## src/rtl/decode_pkg.sv

```systemverilog
// Shared opcode/funct7 constants, instruction format enum and decoded payload
// layout for the RV32I/RV64I decode stage.
package decode_pkg;

  localparam logic [6:0] OP        = 7'b0110011;
  localparam logic [6:0] OP_IMM    = 7'b0010011;
  localparam logic [6:0] LOAD      = 7'b0000011;
  localparam logic [6:0] STORE     = 7'b0100011;
  localparam logic [6:0] BRANCH    = 7'b1100011;
  localparam logic [6:0] JAL       = 7'b1101111;
  localparam logic [6:0] JALR      = 7'b1100111;
  localparam logic [6:0] LUI       = 7'b0110111;
  localparam logic [6:0] AUIPC     = 7'b0010111;
  localparam logic [6:0] OP_32     = 7'b0111011;
  localparam logic [6:0] OP_IMM_32 = 7'b0011011;

  localparam logic [6:0] F7_BASE   = 7'b0000000;
  localparam logic [6:0] F7_ALT    = 7'b0100000;
  localparam logic [6:0] F7_MULDIV = 7'b0000001;

  typedef enum logic [2:0] {
    FMT_R = 3'd0,
    FMT_I = 3'd1,
    FMT_S = 3'd2,
    FMT_B = 3'd3,
    FMT_U = 3'd4,
    FMT_J = 3'd5,
    FMT_X = 3'd6
  } fmt_e;

  typedef enum logic [1:0] {
    EMPTY = 2'd0,
    ONE   = 2'd1,
    TWO   = 2'd2
  } skid_state_e;

  // XLEN-independent part of a decoded instruction; imm and pc are added by
  // the stage, which knows XLEN.
  typedef struct packed {
    logic [6:0] opcode;
    logic [2:0] funct3;
    logic [6:0] funct7;
    logic [4:0] rd;
    logic [4:0] rs1;
    logic [4:0] rs2;
    fmt_e       fmt;
    logic       illegal;
  } dec_payload_t;

endpackage

```

## src/rtl/instr_field_dec.sv

```systemverilog
// Combinational RV32I/RV64I field extraction, immediate generation and
// legality check.
module instr_field_dec
  import decode_pkg::*;
#(
  parameter int XLEN = 32,
  parameter bit EN_M = 1'b0
) (
  input  logic [31:0]     instr,
  output dec_payload_t    fields,
  output logic [XLEN-1:0] imm
);

  localparam bit RV64 = (XLEN == 64);

  function automatic logic [XLEN-1:0] sext32(input logic [31:0] v);
    logic [XLEN-1:0] r;
    for (int i = 0; i < XLEN; i++) r[i] = (i < 32) ? v[i[4:0]] : v[31];
    return r;
  endfunction

  logic [6:0]  opcode;
  logic [2:0]  funct3;
  logic [6:0]  funct7;
  logic [31:0] imm_i, imm_s, imm_b, imm_u, imm_j;
  logic        shift_upper_zero, srai_upper_ok, op_funct7_ok, legal;
  fmt_e        fmt;

  always_comb begin
    opcode = instr[6:0];
    funct3 = instr[14:12];
    funct7 = instr[31:25];

    imm_i = {{20{instr[31]}}, instr[31:20]};
    imm_s = {{20{instr[31]}}, instr[31:25], instr[11:7]};
    imm_b = {{19{instr[31]}}, instr[31], instr[7], instr[30:25], instr[11:8], 1'b0};
    imm_u = {instr[31:12], 12'b0};
    imm_j = {{11{instr[31]}}, instr[31], instr[19:12], instr[20], instr[30:21], 1'b0};

    // RV64 shift amounts are 6 bits wide, so instr[25] belongs to shamt there
    shift_upper_zero = RV64 ? (instr[31:26] == 6'b000000) : (instr[31:25] == F7_BASE);
    srai_upper_ok    = RV64 ? (instr[31:26] == 6'b010000) : (instr[31:25] == F7_ALT);
    op_funct7_ok     = (funct7 == F7_BASE)
                    || ((funct7 == F7_ALT) && ((funct3 == 3'b000) || (funct3 == 3'b101)))
                    || ((funct7 == F7_MULDIV) && EN_M);

    legal = 1'b1;
    fmt   = FMT_X;
    imm   = '0;
    case (opcode)
      LUI, AUIPC: begin
        fmt = FMT_U;
        imm = sext32(imm_u);
      end
      JAL: begin
        fmt = FMT_J;
        imm = sext32(imm_j);
      end
      JALR: begin
        fmt   = FMT_I;
        imm   = sext32(imm_i);
        legal = (funct3 == 3'b000);
      end
      BRANCH: begin
        fmt   = FMT_B;
        imm   = sext32(imm_b);
        legal = (funct3 != 3'b010) && (funct3 != 3'b011);
      end
      LOAD: begin
        fmt   = FMT_I;
        imm   = sext32(imm_i);
        legal = (funct3 != 3'b111) && (RV64 || ((funct3 != 3'b011) && (funct3 != 3'b110)));
      end
      STORE: begin
        fmt   = FMT_S;
        imm   = sext32(imm_s);
        legal = RV64 ? (funct3 <= 3'b011) : (funct3 <= 3'b010);
      end
      OP_IMM: begin
        fmt = FMT_I;
        imm = sext32(imm_i);
        if (funct3 == 3'b001) legal = shift_upper_zero;
        else if (funct3 == 3'b101) legal = shift_upper_zero || srai_upper_ok;
      end
      OP_IMM_32: begin
        fmt   = FMT_I;
        imm   = sext32(imm_i);
        legal = RV64;
      end
      OP: begin
        fmt   = FMT_R;
        legal = op_funct7_ok;
      end
      OP_32: begin
        fmt   = FMT_R;
        legal = RV64 && op_funct7_ok;
      end
      default: legal = 1'b0;
    endcase

    if (instr[1:0] != 2'b11) legal = 1'b0;
    if (!legal) begin
      fmt = FMT_X;
      imm = '0;
    end

    fields.opcode  = opcode;
    fields.funct3  = funct3;
    fields.funct7  = funct7;
    fields.rd      = instr[11:7];
    fields.rs1     = instr[19:15];
    fields.rs2     = instr[24:20];
    fields.fmt     = fmt;
    fields.illegal = !legal;
  end

endmodule

```

## src/rtl/decode_stage.sv

```systemverilog
// Registered decode stage: valid/ready handshake with a two-entry skid buffer
// (OUT + SKID) so in_ready_o comes straight from a flop.
module decode_stage
  import decode_pkg::*;
#(
  parameter int XLEN = 32,
  parameter bit EN_M = 1'b0
) (
  input  logic            clk_i,
  input  logic            rst_i,
  input  logic            flush_i,
  input  logic            in_valid_i,
  output logic            in_ready_o,
  input  logic [31:0]     instr_i,
  input  logic [XLEN-1:0] pc_i,
  output logic            out_valid_o,
  input  logic            out_ready_i,
  output logic [6:0]      opcode_o,
  output logic [2:0]      funct3_o,
  output logic [6:0]      funct7_o,
  output logic [4:0]      rd_addr_o,
  output logic [4:0]      rs1_addr_o,
  output logic [4:0]      rs2_addr_o,
  output logic [XLEN-1:0] imm_o,
  output logic [XLEN-1:0] pc_o,
  output logic [2:0]      fmt_o,
  output logic            illegal_o
);

  typedef struct packed {
    logic [XLEN-1:0] pc;
    logic [XLEN-1:0] imm;
    dec_payload_t    f;
  } entry_t;

  dec_payload_t    in_fields;
  logic [XLEN-1:0] in_imm;
  entry_t          in_entry, out_q, skid_q;
  skid_state_e     state_q, state_d;
  logic            in_xfer, out_xfer;
  logic            load_out_in, load_out_skid, load_skid;

  instr_field_dec #(
    .XLEN(XLEN),
    .EN_M(EN_M)
  ) u_dec (
    .instr (instr_i),
    .fields(in_fields),
    .imm   (in_imm)
  );

  assign in_entry = '{pc: pc_i, imm: in_imm, f: in_fields};
  assign in_xfer  = in_valid_i & in_ready_o;
  assign out_xfer = out_valid_o & out_ready_i;

  // Flush wins over handshakes; an output transfer in the flush cycle is
  // simply not undone, and the incoming instruction is never loaded.
  always_comb begin
    state_d       = state_q;
    load_out_in   = 1'b0;
    load_out_skid = 1'b0;
    load_skid     = 1'b0;
    if (flush_i) begin
      state_d = EMPTY;
    end else begin
      case (state_q)
        EMPTY: begin
          if (in_xfer) begin
            state_d     = ONE;
            load_out_in = 1'b1;
          end
        end
        ONE: begin
          if (in_xfer && out_xfer) begin
            load_out_in = 1'b1;
          end else if (in_xfer) begin
            state_d   = TWO;
            load_skid = 1'b1;
          end else if (out_xfer) begin
            state_d = EMPTY;
          end
        end
        TWO: begin
          if (out_xfer) begin
            state_d       = ONE;
            load_out_skid = 1'b1;
          end
        end
        default: state_d = EMPTY;
      endcase
    end
  end

  always_ff @(posedge clk_i) begin
    if (rst_i) begin
      state_q     <= EMPTY;
      out_valid_o <= 1'b0;
      in_ready_o  <= 1'b1;
      out_q       <= '0;
      skid_q      <= '0;
    end else begin
      state_q     <= state_d;
      out_valid_o <= (state_d != EMPTY);
      in_ready_o  <= (state_d != TWO);
      if (load_out_in) out_q <= in_entry;
      else if (load_out_skid) out_q <= skid_q;
      if (load_skid) skid_q <= in_entry;
    end
  end

  assign opcode_o   = out_q.f.opcode;
  assign funct3_o   = out_q.f.funct3;
  assign funct7_o   = out_q.f.funct7;
  assign rd_addr_o  = out_q.f.rd;
  assign rs1_addr_o = out_q.f.rs1;
  assign rs2_addr_o = out_q.f.rs2;
  assign imm_o      = out_q.imm;
  assign pc_o       = out_q.pc;
  assign fmt_o      = out_q.f.fmt;
  assign illegal_o  = out_q.f.illegal;

endmodule

```

## config.mk

```make
export PLATFORM = sky130hd
export DESIGN_NAME = decode_stage
export DESIGN_NICKNAME = d
export VERILOG_FILES = /design/src/rtl/decode_pkg.sv /design/src/rtl/instr_field_dec.sv /design/src/rtl/decode_stage.sv
export SDC_FILE = /design/constraint.sdc
export NUM_CORES = 1
export LEC_CHECK = 0
export ABC_AREA = 1
export CAP_MARGIN = 10
export CORE_MARGIN = 1.5
export CORE_UTILIZATION = 51
export DETAILED_ROUTE_END_ITERATION = 10
export PLACE_DENSITY = 0.79
export RECOVER_POWER = 25
export SYNTH_ARGS = -nofsm -noshare
export SYNTH_HDL_FRONTEND = slang
export SYNTH_SLANG_ARGS = --single-unit
```

## constraint.sdc

```tcl
create_clock -name clk_i -period 2.2 [get_ports clk_i]
set_input_delay 0.33 -clock clk_i [delete_from_list [all_inputs] [get_ports clk_i]]
set_output_delay 0.33 -clock clk_i [all_outputs]
set_load 0.05 [all_outputs]
```

==> results_dict.tcl <==
set metrics [dict create \
    status "completed" \
    ys_types 28 \
    power_density_mw_per_mm2 797 \
    p_leak_nw 4.47 \
    final_common_cell "nand2_1" \
    dpl.hpwl_um 16200 \
    vias 8449 \
    synth_nets 1237 \
    critPathBufInv 1 \
    finalWirelength_um 24600 \
    grt_pass1_wl_um 39400 \
    slew_headroom 0.501 \
    place_area_mm2 0.0106 \
    ir_drop_mv 0.677 \
    dr.first_iter.drc_count 683 \
    ys.flop_type "dfxtp_1" \
    critPathMaxStageDelay_ns 0.83 \
    clkTransAtPathRegs_ns 0.06 \
    root_buffer "clkbuf_16" \
    crit_arrival_ns 1.72 \
    synthTopCellsByArea "dfxtp_1, nand2_1, o21ai_0, a21oi_1, nor2_1" \
    setup_ws_ns 0.154 \
    clk_latency_ns 0.50 \
    cts.sinks 204 \
    sequentialPowerShare 0.440 \
    synth-edff-count 0 \
    wire_per_inst_um 15.8 \
    cts_tree "done" \
    slew_viol_final 0 \
    r2r-end "skid_q[92]$_SDFFE_PP0P_" \
    hp-start "rst_i" \
    synth_top_area_frac 0.488 \
    dp_cells 1524 \
    final_area_mm2 0.0112 \
    ioPinCount 171 \
    grt_max_degree 69 \
    cts_buffers 22 \
    p_comb_frac 0.146 \
    dieArea_mm2 0.0172 \
    utilization 0.705 \
    avgViaCountPerCell 5.42 \
    fin_cells 1560 \
    htreeDepth 1 \
    cts_hold_buf 0 \
    fin_crit_sh 0.930 \
    worstHoldEndpoint "imm_o[4]$_SDFFE_PP0P_" \
    power_mw 8.95 \
    n_fill_cell 1330 \
    end_kind "primary output" \
    grt_pass1_vias 7945 \
    critPathSlowestCell "clkdlybuf4s50_1" \
    synth_seq_area_share 0.488 \
    fin_crit_ns 2.05 \
    path_max_fanout 2 \
    gp_congestion 0.916 \
    hold_path_class "in -> reg" \
    ctsResizeCount 0 \
    clockPowerShare 0.415 \
    ff2ff_setup_slack_ns 0.24 \
    max_freq_mhz 489 \
    async_flop_share 0 \
    grt_overflow 0 \
    reg2reg_from "out_valid_o$_SDFF_PP0_" \
    rsz0062_at_grt "false" \
    final_cell_mix "nand2_1, dfxtp_1, clkdlybuf4s50_1, nor2_1, o21ai_0" \
    finalHoldViolCount 0 \
    start_kind "register" \
    antenna_left 0 \
    post-place-ws_ns -0.0765 \
    synth_area_leader_cell "dfxtp_1" \
    rows 46 \
    num-nets-final 1401 \
    yosys_warnings 0 \
    crit_type "reg -> out" \
    port_buffers 170 \
    p_int_mw 6.59 \
    fin_worst_skew_ns 0.00525 \
    finalSetupViolCount 0 \
    whs_path_depth 4 \
    post-cts-setup-buffers 0 \
    sw_frac_of_total 0.264 \
    die_w_um 131 \
    synthCells 1168 \
    areaGrowthSynthToFinish_pct 34.4 \
    drc 0 \
    core_area_mm2 0.0159 \
    die-height_um 131 \
    synth_area_mm2 0.00836 \
    diodes 0 \
    dr.pass1.iters 6 \
    reg2reg_depth 9 \
    critPathRequiredTime_ns 1.87 \
    start_util 0.525 \
    ys_seq_elements 204 \
    syn_avg_cell_area_um2 7.16 \
    cpLargestDelayFamily "buffers and inverters" \
    groute.usage.overall 0.285 \
    clk_path_buf_depth 3 \
    antenna_found_initial 1 \
    cap_viol_max_count 0 \
    switchingPower_mw 2.37 \
    worst_slew_pin_slew_ns 0.749 \
    drive_above_1_share 0.0826 \
    crit_path_cell_trace "clkdlybuf4s50_1" \
]
metrics by stage:
step | setup TNS, ns | hold slack, ns
detailed placement | -0.977 | 0.459
global route | 0 | 0.452
finish | 0 | 0.441
CTS | 0 | 0.430
global placement | -0.0277 | 0.449
floorplan | 0 | 0.441
registers in the layout, indices dropped and copies added, names as in the netlist:
| register | count |
|---|---|
| imm_o | 32 |
| state_q | 2 |
| out_valid_o | 1 |
| in_ready_o | 1 |
| funct7_o | 7 |
| rd_addr_o | 5 |
| skid_q | 100 |
| funct3_o | 3 |
| rs1_addr_o | 5 |
| illegal_o | 1 |
| fmt_o | 3 |
| opcode_o | 7 |
| rs2_addr_o | 5 |
| pc_o | 32 |
worst max-delay path by stage:
stage / slack [ns] / cells past startpoint / to / start
2_1_floorplan: 0.32 / 11 / rd_addr_o[0]$_SDFFE_PP0P_ / in_ready_o$_SDFF_PP1_
3_3_place_gp: -0.02 / 14 / skid_q[56]$_SDFFE_PP0P_ / instr_i[2]
3_5_place_dp: -0.08 / 14 / skid_q[56]$_SDFFE_PP0P_ / instr_i[2]
4_1_cts: 0.14 / 1 / rd_addr_o[2] / rd_addr_o[2]$_SDFFE_PP0P_
5_1_grt: 0.05 / 9 / skid_q[81]$_SDFFE_PP0P_ / out_valid_o$_SDFF_PP0_
6_report: 0.15 / 1 / imm_o[4] / imm_o[4]$_SDFFE_PP0P_
per-layer routing:
metal  global-route usage  vias to the layer above  wire length (um)
li1                     -                     4179                 -
met1                0.377                     3895             10600
met2                0.462                      318             11200
met3               0.0580                       55              2100
met4                0.105                        2               733
met5                    0                        -                13
cells in the mapped netlist, drive strengths merged, types with 3 or more instances:
cell type    n
a31oi       64
nand2      381
o21ai      116
a21oi       91
nand3       59
nor3         3
clkbuf      53
dfxtp      204
nor2       122
nand4        3
buf         29
inv         36
power by group through the flow:
| stage | Sequential (mW) | Combinational, mW | Clock (mW) |
|---|---|---|---|
| after floorplan | 4.36 | 0.398 | 0 |
| after global placement | 4.01 | 1.29 | 0 |
| after detailed placement | 4.01 | 1.30 | 0 |
| after CTS | 3.93 | 1.31 | 3.74 |
| after global routing | 3.95 | 1.40 | 3.90 |
| final | 3.94 | 1.30 | 3.71 |
layout make-up:
class	instances	area, um^2	share of cell area
clock inverter	6	83.8	0.00746
sequential	204	4080	0.363
timing repair buffer	222	2230	0.198
tap	216	270	0.0240
multi-input combinational	845	3790	0.337
clock buffer	30	642	0.0571
inverter	37	141	0.0126
kinds of logic after synthesis:
group / after synthesis / synth area share
AO/OA/AOI/OAI: 276 / 0.179
buffers and inverters: 119 / 0.0579
flip-flops: 204 / 0.488
AND/OR/NAND/NOR: 569 / 0.275
Note: power is estimated with default switching activity, not from simulation.
